### src/rtl/rr_arbiter_pkg.sv
// Shared types and sizes for the four-requester round-robin arbiter.
package rr_arbiter_pkg;

   localparam int NUM_REQ = 4;
   localparam int IDX_W   = 2;

   typedef enum logic {
      IDLE,
      GRANT
   } arb_state_t;

endpackage

### src/rtl/rr_arbiter_4_if.sv
// Requester-side bundle of the arbiter: request/done in, grant index/qualifier/timeout out.
interface rr_arbiter_4_if;
   import rr_arbiter_pkg::*;

   logic [NUM_REQ-1:0] req;
   logic               done;
   logic [IDX_W-1:0]   grant_idx;
   logic               grant_valid;
   logic               timeout;

   modport master (
      output req,
      output done,
      input  grant_idx,
      input  grant_valid,
      input  timeout
   );

   modport slave (
      input  req,
      input  done,
      output grant_idx,
      output grant_valid,
      output timeout
   );

endinterface

### src/rtl/rr_arbiter_4_pick4.sv
// Combinational round-robin pick: rotate so last+1 sits at bit 0, priority-encode, un-rotate.
module rr_pick4
   import rr_arbiter_pkg::*;
(
   input  logic [NUM_REQ-1:0] req,
   input  logic [IDX_W-1:0]   last,
   output logic [IDX_W-1:0]   pick,
   output logic               any
);

   logic [IDX_W-1:0]   base;
   logic [NUM_REQ-1:0] rot;
   logic [IDX_W-1:0]   off;

   assign base = last + IDX_W'(1);

   always_comb begin
      rot = '0;
      for (int i = 0; i < NUM_REQ; i++) begin
         rot[i] = req[base + IDX_W'(i)];
      end
   end

   // Descending scan so the lowest rotated position (highest priority) wins.
   always_comb begin
      off = '0;
      for (int i = NUM_REQ - 1; i >= 0; i--) begin
         if (rot[i]) begin
            off = IDX_W'(i);
         end
      end
   end

   assign pick = base + off;
   assign any  = |req;

endmodule

### src/rtl/rr_arbiter_4.sv
// Round-robin arbiter over four requesters with a bounded hold time per grant.
// Every output is registered; a released grant always leaves one idle cycle before the next.
module rr_arbiter_4
   import rr_arbiter_pkg::*;
#(
   parameter int MAX_HOLD = 16
) (
   input  logic          clk,
   input  logic          rst_n,
   rr_arbiter_4_if.slave bus
);

   localparam int               CNT_W    = $clog2(MAX_HOLD);
   localparam logic [CNT_W-1:0] CNT_LAST = CNT_W'(MAX_HOLD - 1);

   arb_state_t       state_q, state_d;
   logic [IDX_W-1:0] last_q, last_d;
   logic [IDX_W-1:0] idx_q, idx_d;
   logic [CNT_W-1:0] cnt_q, cnt_d;
   logic             vld_q, vld_d;
   logic             to_q, to_d;

   logic [IDX_W-1:0] pick;
   logic             any;
   logic             expired;

   rr_pick4 u_pick (
      .req  (bus.req),
      .last (last_q),
      .pick (pick),
      .any  (any)
   );

   assign expired = (cnt_q == CNT_LAST);

   always_comb begin
      state_d = state_q;
      last_d  = last_q;
      idx_d   = idx_q;
      cnt_d   = cnt_q;
      vld_d   = vld_q;
      to_d    = 1'b0;
      case (state_q)
         IDLE: begin
            if (any) begin
               idx_d   = pick;
               vld_d   = 1'b1;
               cnt_d   = '0;
               state_d = GRANT;
            end
         end
         GRANT: begin
            // done beats withdrawal beats expiry, so timeout only fires on a true overrun.
            if (bus.done || !bus.req[idx_q] || expired) begin
               last_d  = idx_q;
               vld_d   = 1'b0;
               state_d = IDLE;
               to_d    = !bus.done && bus.req[idx_q];
            end else begin
               cnt_d = cnt_q + CNT_W'(1);
            end
         end
      endcase
   end

   always_ff @(posedge clk or negedge rst_n) begin
      if (!rst_n) begin
         state_q <= IDLE;
         last_q  <= IDX_W'(NUM_REQ - 1);
         idx_q   <= '0;
         cnt_q   <= '0;
         vld_q   <= 1'b0;
         to_q    <= 1'b0;
      end else begin
         state_q <= state_d;
         last_q  <= last_d;
         idx_q   <= idx_d;
         cnt_q   <= cnt_d;
         vld_q   <= vld_d;
         to_q    <= to_d;
      end
   end

   assign bus.grant_idx   = idx_q;
   assign bus.grant_valid = vld_q;
   assign bus.timeout     = to_q;

endmodule
### src/flat_wrapper.sv
// flat-port wrapper written by rule: the top's interface ports become plain ports
module rr_arbiter_4_flat import rr_arbiter_pkg::*;
#(
   parameter int MAX_HOLD = 16
)
  (clk, rst_n, bus_req, bus_done, bus_grant_idx, bus_grant_valid, bus_timeout);
  rr_arbiter_4_if bus_i ();
  input  logic clk;
  input  logic rst_n;
  input wire logic [$bits(bus_i.req)-1:0] bus_req;
  input wire logic [$bits(bus_i.done)-1:0] bus_done;
  output wire logic [$bits(bus_i.grant_idx)-1:0] bus_grant_idx;
  output wire logic [$bits(bus_i.grant_valid)-1:0] bus_grant_valid;
  output wire logic [$bits(bus_i.timeout)-1:0] bus_timeout;
  assign bus_i.req = bus_req;
  assign bus_i.done = bus_done;
  assign bus_grant_idx = bus_i.grant_idx;
  assign bus_grant_valid = bus_i.grant_valid;
  assign bus_timeout = bus_i.timeout;
  rr_arbiter_4 #(.MAX_HOLD(MAX_HOLD)) u_core (.clk(clk), .rst_n(rst_n), .bus(bus_i));
endmodule
### config.mk
export PLATFORM = sky130hd
export DESIGN_NAME = rr_arbiter_4_flat
export DESIGN_NICKNAME = d
export VERILOG_FILES = /design/src/rtl/rr_arbiter_pkg.sv /design/src/rtl/rr_arbiter_4_if.sv /design/src/rtl/rr_arbiter_4_pick4.sv /design/src/rtl/rr_arbiter_4.sv /design/src/flat_wrapper.sv
export SDC_FILE = /design/constraint.sdc
export NUM_CORES = 1
export LEC_CHECK = 0
export CAP_MARGIN = 20
export CORE_MARGIN = 4
export CORE_UTILIZATION = 40
export DETAILED_ROUTE_END_ITERATION = 16
export GPL_TIMING_DRIVEN = 0
export PLACE_DENSITY = 0.65
export SLEW_MARGIN = 10
export SYNTH_ARGS = -nofsm -noshare
export SYNTH_HDL_FRONTEND = slang
export SYNTH_SLANG_ARGS = --single-unit
### constraint.sdc
create_clock -name clk -period 2.3 [get_ports clk]
set_clock_uncertainty 0.15 [all_clocks]
set_input_delay 0.23 -clock clk [delete_from_list [all_inputs] [get_ports clk]]
set_output_delay 0.23 -clock clk [all_outputs]
set_load 0.01 [all_outputs]
After elaboration in Yosys (flattened, before gate mapping)
Index checks and enable logic that the tools add are counted.
{"block": "totals", "register_bits": 11, "latch_bits": 0, "ramBits": 0, "mem_bits_ro": 0, "in_bits": 7, "output_inout_bits": 4, "n_memories": 0}
{"block": "classes", "add_sub_neg": 6, "n_mul": 0, "n_div": 0, "order_cmp": 5, "eq_ne": 4, "shift": 0, "muxes": 25, "bitwise": 1, "reduce_logical": 10}
{"op": "< comparator 2 x 3 -> 1 bit (second input constant)", "count": 5}
{"op": "two-way mux 1 bit", "count": 11}
{"op": "binary-select mux 1 bit (select 2 bit)", "count": 5}
{"op": "two-way mux 2 bit", "count": 4}
{"op": "two-way mux 4 bit", "count": 2}
{"op": "one-hot mux 4 bit (2 select lines)", "count": 1}
{"op": "AND reduction 2 bit", "count": 4}
{"op": "adder 2 x 1 -> 2 bit (second input constant)", "count": 2}
{"op": "adder 2 bit (second input constant)", "count": 2}
{"op": "adder 4 x 1 -> 4 bit (second input constant)", "count": 1}
{"op": "== test 4 bit (second input constant)", "count": 1}
{"op": "inequality test 2 bit (second input constant)", "count": 2}
{"op": "one-hot mux 1 bit (2 select lines)", "count": 2}
{"op": "OR reduction 4 bit", "count": 1}
{"op": "adder 2 bit", "count": 1}
{"op": "logical NOT 1 bit", "count": 2}
{"op": "logical OR 1 bit", "count": 2}
{"op": "inequality test 2 x 1 -> 1 bit (second input constant)", "count": 1}
{"op": "logical AND 1 bit", "count": 1}
{"op": "NOT 1 bit", "count": 1}

Depth between registers and ports, before layout
Gate-level depths: netlist of run 1.
{"block": "logic_depth", "depth_word": 9, "depth_mapped": 10, "mapped_depth_nobuf": 9}

Modules after synthesis
From an unflattened synthesis of run 1, not the netlist that was laid out.
{"block": "unflattened", "hier_cells": 79, "hier_area_um2": 774.5}
{"mod": "rr_arbiter_4", "instances": 1, "cells_per_inst": 53, "area_each_um2": 574.3, "seq_area_each_um2": 277.8}
{"mod": "rr_pick4", "instances": 1, "cells_per_inst": 26, "area_each_um2": 200.2, "seq_area_each_um2": 0.0}

Least setup slack after synthesis of run 1
OpenSTA, ideal clock, no wires.
{"block": "synth_path", "path_type": "register to register", "start": "reg u_core.last_q[1]", "end": "reg u_core.idx_q[1], in the netlist u_core.bus.grant_idx[1]", "setup_time_ns": 0.142, "t_arrival_ns": 1.961, "t_required_ns": 2.008, "slack_ns": 0.048, "stages_incl_launch_ff": 11, "synth_period_minus_slack_ns": 2.252, "cell_sequence": "dfstp_2 clkbuf_1 nand2_1 a21oi_1 o21ai_0 o21a_1 ha_1 xnor2_1 xnor2_1 and4_1 o31ai_2"}
{"block": "synth_between", "elab_chain_len": 9, "elab_cells_between_ends": 17, "cone_classes": "add/sub (5); mux (12)"}
{"item": "from (decl)", "line_no": "rr_arbiter_4.sv:17", "text": "logic [IDX_W-1:0] last_q, last_d;"}
{"item": "from (signal assigned)", "line_no": "rr_arbiter_4.sv:69", "text": "last_q <= IDX_W'(NUM_REQ - 1);"}
{"item": "from (signal assigned)", "line_no": "rr_arbiter_4.sv:76", "text": "last_q <= last_d;"}
{"item": "adder 2 x 1 -> 2 bit *", "line_no": "rr_arbiter_4_pick4.sv:15", "text": "assign base = last + IDX_W'(1);"}
{"item": "adder 2 bit", "line_no": "rr_arbiter_4_pick4.sv:20", "text": "rot[i] = req[base + IDX_W'(i)];"}
{"item": "binary-select mux 1 bit (select 2 bit)", "line_no": "rr_arbiter_4_pick4.sv:20"}
{"item": "two-way mux 1 bit (implied by the code)", "line_no": "rr_arbiter_4_pick4.sv:20"}
{"item": "two-way mux 2 bit (4 in a row)", "line_no": "rr_arbiter_4_pick4.sv:28", "text": "if (rot[i]) begin"}
{"item": "adder 2 bit *", "line_no": "rr_arbiter_4_pick4.sv:34", "text": "assign pick = base + off;"}
{"item": "to (signal assigned)", "line_no": "rr_arbiter_4.sv:77", "text": "idx_q <= idx_d;"}
{"item": "to (decl)", "line_no": "rr_arbiter_4.sv:18", "text": "logic [IDX_W-1:0] idx_q, idx_d;"}
Mark *: on every way between the ends. The rest lies on a longest branch, timed or not. The select of a mux whose other input is x is not followed.
A chain may end at the register's enable or synchronous reset.

Worst setup path after layout of run 1
Ends and elaborated chain as after synthesis.

==> results of run 1 <==
[sequential cells by signal (all words and copies together), names as in the netlist]
name                    flops
u_core.state_q              1
u_core.bus.grant_idx        2
u_core.cnt_q                4
u_core.last_q               2
u_core.bus.grant_valid      1
u_core.bus.timeout          1
[power by group through the flow]
stage,Combinational (uW),Sequential (uW),Clock [uW]
global route,594,372,144
detailed placement,523,341,0
finish,528,359,128
CTS,499,359,137
global placement,511,338,0
floorplan,380,341,0
[layer usage]
metal	track usage	share of wire	up-vias	wire [um]
met4	0.0553	0.015	0	19
met5	0	0	-	0
met3	0.0592	0.061	5	80
li1	-	-	284	-
met1	0.156	0.49	270	645
met2	0.163	0.43	9	560
[cell usage after synthesis]
library cell,n,share of area
clkbuf_1,1,0.0053
mux2i_1,1,0.014
buf_6,1,0.016
o41ai_4,1,0.039
and2b_1,2,0.021
o221ai_1,1,0.012
a31oi_1,1,0.0088
o31ai_2,1,0.018
mux2_2,1,0.016
inv_1,5,0.026
dfrtp_1,9,0.32
nor3_1,1,0.0070
and4_1,1,0.012
or4b_1,1,0.014
nor2b_1,2,0.018
xnor2_1,3,0.037
nand3_1,5,0.035
a21oi_1,3,0.021
buf_2,1,0.0070
dfstp_2,2,0.074
mux2_4,1,0.021
nand2_1,5,0.026
nand4_1,1,0.0088
nand3b_1,1,0.011
nor3b_1,2,0.021
o21ai_0,7,0.049
o311ai_1,1,0.012
a31oi_4,1,0.030
ha_1,2,0.035
mux4_2,1,0.032
o21a_1,1,0.011
nor2_1,1,0.0053
o211ai_1,1,0.011
o31ai_1,1,0.011
[stage by stage]
stage          setup WS [ns]  utilization  hold WS (ns)  setup TNS, ns  area, um^2
6_report               0.119        0.549         0.138              0         876
5_1_grt              -0.0128        0.549         0.174        -0.0128         876
4_1_cts               0.0507        0.530         0.149              0         845
3_5_place_dp          -0.235        0.516         0.358         -0.235         822
3_3_place_gp          -0.206        0.516         0.353         -0.206         822
2_1_floorplan         0.0477            -        -0.216              0         712
[path summary, 6_finish.rpt]
kind | endpoint
hold / removal | u_core.bus.grant_idx[1]
setup reg to reg | u_core.bus.grant_idx[1]
setup / recovery | u_core.bus.grant_idx[1]
min in group clk | u_core.state_q
hold reg to reg | u_core.cnt_q[3]
max in group asynchronous | u_core.last_q[0]
[repair_timing]
item,4_1_cts,5_1_grt
gates cloned,0,0
resized for setup,0,4
setup endpoints to repair,1,1
pin swaps,0,5
setup buffers,0,3
[critical path, stage by stage, from the launching register on]
cell and delay (ns):
dfstp_2 0.62, nand2_2 0.09, a21oi_2 0.13, o21ai_1 0.06, o21a_1 0.19, ha_1 0.18
xnor2_1 0.13, xnor2_1 0.21, and4_1 0.23, o31ai_2 0.06
[layout make-up]
| cell class | count | area share |
|---|---|---|
| Multi-Input combinational cell | 50 | 0.459 |
| Sequential cell | 11 | 0.317 |
| Timing Repair Buffer | 11 | 0.120 |
| Tap cell | 24 | 0.0343 |
| Clock buffer | 4 | 0.0300 |
| Inverter | 5 | 0.0214 |
| Buffer | 2 | 0.0186 |
[logic make-up after synthesis]
kind of cell             Yosys count
AND/OR/NAND/NOR                   22
AO/OA/AOI/OAI                     19
flip-flops                        11
buffers and inverters              8
multiplexers                       4
XOR/XNOR                           3
adder cells (fa/ha/maj)            2
==> summary.txt, run 1 <==
Floorplan
  • Core Rows: 14
  • Die width: 50.2 um
  • Initial Utilization: 0.447
  • Die area: 2520 um^2
  • Die Ht: 50.2 um
  • Placeable Area: 1590 um^2
  • IO Count: 11

Final layout
  • Sequential cell area: 278 um^2
  • # fillers: between 150 and 200
  • Ant diodes: 0
  • Commonest non-fill, non-tap cell in the layout: dfrtp_1
  • Area grow syn2layout: 23.0%
  • Fin cells: 107
  • Commonest cells after routing, fill and taps aside: dfrtp_1, clkdlybuf4s50_1, o21ai_0
  • Share of layout cells above drive strength 1: 0.217
  • Multi-input gate area: 402 um^2
  • Final net count: 93

Detailed routing
  • DRC: 0
  • Routed Antenna Nets: 0
  • Pre-antenna DRT Iters: 2
  • Routed wire per std cell: 12.2 um
  • Vias per cell: 5.31
  • Drt initial violations: 4
  • Routed WL: 1.31 mm
  • Vias: ~570

Synth
  • Mapped Cells: between 60 and 70
  • Xor/xnor share of the synthesized area: 0.0369
  • Post-synthesis compound-gate area fraction: 0.221
  • Avg Inst Size Synth: just over 10 um^2
  • Multiplexer share of the synthesized area: 0.0826
  • Post-synthesis adder-cell area fraction: 0.0351
  • Net Count, Synth: between 70 and 80
  • Synth unique cells: 34
  • Yosys reg bits: 11
  • Largest family of logic cells by synthesized area: compound AO/OA/AOI/OAI gates
  • Simple-gate share of the synthesized area: 0.179
  • Seq/Total Area, Yosys: 0.390
  • Synth Cell Area: 712 um^2
  • Ys Warns: 0

Placed design
  • Final GP Congestion: 0.657
  • I/O Buffers: 8
  • DPL Wire Length: 959 um
  • Inst Count DP: slightly above 100

Power
  • NetSw: 381 uW
  • Pwr dens: 1160 nW/um^2
  • Int Power: 635 uW
  • Seq pwr share: 0.354
  • Sw Share: 0.375
  • Combinational share of power: 0.520
  • Clk pwr share: 0.126
  • Pwr Total: between 1000 and 1500 uW
  • Leakage: 0.000363 uW
  • Maximum vdd drop: 0.720 mV

Critical path
  • Reg2reg path depth: 9
  • Arr. time, crit path: roughly 2.2 ns
  • Crit path from: u_core.last_q[1]
  • Crit path kind: register to register
  • Critical path peak fanout: 7
  • Worst r2r src: u_core.last_q[1]
  • Critical Path Start Type: register
  • R2R Setup Slk: about 0.12 ns
  • Required @ worst endpoint: between 2 and 2.5 ns
  • CP endpoint kind: register

STA
  • Final Hold Violating Endpoints: 0
  • Peak Freq: 459 MHz
  • Rel. slew slack: 0.594
  • Min Tclk post-route: 2.18 ns
  • Worst-Margin Slew: 0.607 ns
  • Slew Viols, Final: 0
  • Fin crit share: 0.948
  • Setup violators final: 0

GRT
  • First-pass GRT wire length: 2.21 mm
  • Vias in the first global route: 493
  • Initial antenna violation count: 0
  • Gr usage total: 0.119
  • Largest net degree at the start of global routing: 12
  • Overflow after GRT: 0

Min path
  • Worst min path class: primary input to async pin

Clock network
  • Reg clk slew, reported paths: approximately 0.060 ns
  • Htree depth: 1
  • TritonCTS buffer count: 3
  • Clock buffer depth: 2
  • CTS tree: yes
  • Cts hold-fix bufs: 0
  • Clk_lat worst skew: 0.27 ns
  • Clk sinks: 11
  • Root buf cell: clkbuf_4

Run
  • Max Cap Viol: 0

Outcome
  • Status: finished, final reports clean
(Power assumes the default switching activity.)
==> inputs of run 2 (changes only) <==
--- a/config.mk
+++ b/config.mk
@@ -11,6 +11,7 @@
 export DETAILED_ROUTE_END_ITERATION = 16
 export GPL_TIMING_DRIVEN = 0
 export PLACE_DENSITY = 0.65
+export SETUP_SLACK_MARGIN = 0.3
 export SLEW_MARGIN = 10
 export SYNTH_ARGS = -nofsm -noshare
 export SYNTH_HDL_FRONTEND = slang
==> run 2 against run 1 <==
  * Flip-flop and latch count stayed put
  * Clock power about the same
  * Critical path type unchanged
  * Largest power group unchanged
  * Wire length up 4.5%
==> summary.txt, run 2 (synthesis results as in run 1) <==
Detailed routing
  • Routed Antenna Nets: 0
  • Drt initial violations: 9
  • Vias per cell: 5.17
  • DRC: 0
  • Vias: 553
  • Routed WL: 1.36 mm
  • Routed wire per std cell: 12.7 um
  • Pre-antenna DRT Iters: 4

STA
  • Final Hold Violating Endpoints: 0
  • Fin crit share: 0.936
  • Slew Viols, Final: 0
  • Fin Setup TNS: 0 ns
  • Worst-Margin Slew: slightly above 0.6 ns
  • Peak Freq: roughly 460 MHz
  • Rel. slew slack: 0.596
  • Final Worst Setup Slack: between 0.1 and 0.15 ns
  • Min Tclk post-route: 2.15 ns
  • RSZ-0062 raised after global routing: true
  • Setup violators final: 0

Floorplan
  • Die Ht: 50.2 um
  • Initial Utilization: 0.447
  • Die area: 2520 um^2
  • Placeable Area: 1590 um^2
  • IO Count: 11
  • Core Rows: 14
  • Die width: 50.2 um

GRT
  • Gr usage total: 0.121
  • First-pass GRT wire length: 2.37 mm
  • Largest net degree at the start of global routing: 12
  • Overflow after GRT: 0
  • Initial antenna violation count: 0
  • Vias in the first global route: between 500 and 600

Final layout
  • Fin cells: 107
  • Post-layout util: 0.562
  • Max reg flops: 4
  • Commonest non-fill, non-tap cell in the layout: dfrtp_1
  • Ant diodes: 0
  • Final net count: 93
  • Commonest cells after routing, fill and taps aside: dfrtp_1, clkdlybuf4s50_1, o21ai_0
  • Top reg by flops: u_core.cnt_q
  • Area grow syn2layout: 25.8%
  • Share of layout cells above drive strength 1: 0.253

Clock network
  • Reg clk slew, reported paths: approximately 0.070 ns
  • CTS tree: yes
  • TritonCTS buffer count: 3
  • Root buf cell: clkbuf_4
  • Clk_lat worst skew: ~0.27 ns
  • Htree depth: 1
  • Clock buffer depth: 2
  • Clk sinks: 11

Critical path
  • CP dominant cell by count: xnor2_2
  • Critical path's top delay family: flip-flops
  • WP buf/inv: 1
  • CP Cell Sequence: clkbuf_8, nand2_2, a21oi_2, o21ai_1, o21a_1, ha_2, xnor2_2, xnor2_2, and4_1, o31ai_2
  • Reg2reg path depth: 10
  • Critical Path Start Type: register
  • CP endpoint kind: register
  • R2R Setup Slk: approximately 0.15 ns
  • Crit path kind: register to register
  • Slowest cell delay on critical path: 0.52 ns
  • Critical path peak fanout: 4
  • RR Endpoint: u_core.bus.grant_idx[1]
  • Required @ worst endpoint: between 2 and 2.5 ns
  • Slowest cell on crit path: dfstp_2
  • Worst r2r src: u_core.last_q[1]
  • Arr. time, crit path: 2.13 ns

Placed design
  • DPL Wire Length: around 980 um
  • Inst Count DP: 101
  • I/O Buffers: 8
  • Final GP Congestion: 0.710
  • Dpl ws: -0.236 ns

Min path
  • Worst min path class: primary input to async pin

Outcome
  • Status: finished, final reports clean

Power
  • Leakage: between 0.0003 and 0.0004 uW
  • Maximum vdd drop: slightly below 0.8 mV
  • Pwr dens: between 1000 and 1500 nW/um^2

Run
  • Max Cap Viol: 0
-- run 2: repair_timing --
action,4_1_cts,5_1_grt
gates resized for setup,1,1
setup buffers,2,0
hold endpoints to repair,0,0
hold buffers,0,0
endpoints found under the setup margin,1,1
pin swaps,2,2
-- run 2: how the worst max path moves through the flow --
| stage | start | to | slack (ns) | cells past startpoint |
|---|---|---|---|---|
| 6_report | u_core.last_q[1] | u_core.bus.grant_idx[1] | 0.15 | 10 |
| 2_1_floorplan | u_core.last_q[1] | u_core.bus.grant_idx[1] | 0.26 | 10 |
| 4_1_cts | u_core.last_q[1] | u_core.bus.grant_idx[1] | 0.13 | 10 |
| 3_5_place_dp | bus_req[0] | u_core.bus.grant_idx[1] | -0.24 | 10 |
| 5_1_grt | u_core.last_q[1] | u_core.bus.grant_idx[1] | 0.05 | 10 |
| 3_3_place_gp | bus_req[0] | u_core.bus.grant_idx[1] | -0.20 | 10 |
-- run 2: layer usage --
| metal | routed length, um | part of all wire | track usage |
|---|---|---|---|
| met5 | 0 | 0 | 0 |
| met4 | 0 | 0 | 0.0138 |
| met2 | 569 | 0.42 | 0.180 |
| met1 | 721 | 0.53 | 0.170 |
| met3 | 73 | 0.054 | 0.0503 |
-- run 2: worst register-to-register path: stages (launching register included) --
cell and delay, ns:
dfstp_2 0.52, clkbuf_8 0.13, nand2_2 0.06, a21oi_2 0.15, o21ai_1 0.06, o21a_1 0.18, ha_2 0.18, xnor2_2 0.17
xnor2_2 0.14, and4_1 0.22, o31ai_2 0.06
-- run 2: area by class of cell --
class / instances / area [um^2]
buffer: 3 / 30.0
timing repair buffer: 10 / 93.8
fill: 146 / 698
sequential: 11 / 278
tap: 24 / 30.0
inverter: 5 / 18.8
clock buffer: 4 / 26.3
multi-input combinational: 50 / 419
-- run 2: per-stage QoR --
step	total power, uW	hold WS [ns]	cell area [um^2]
after floorplan	763	-0.216	738
after global placement	890	0.346	848
after detailed placement	903	0.346	848
after CTS	1070	0.161	888
after global routing	1170	0.183	896
final	1080	0.153	896
-- run 2: report_power, final --
part / total [uW] / internal, uW / switching, uW
Clock: 130 / 67.1 / 62.6
Combinational: 613 / 333 / 280
Sequential: 339 / 278 / 60.6
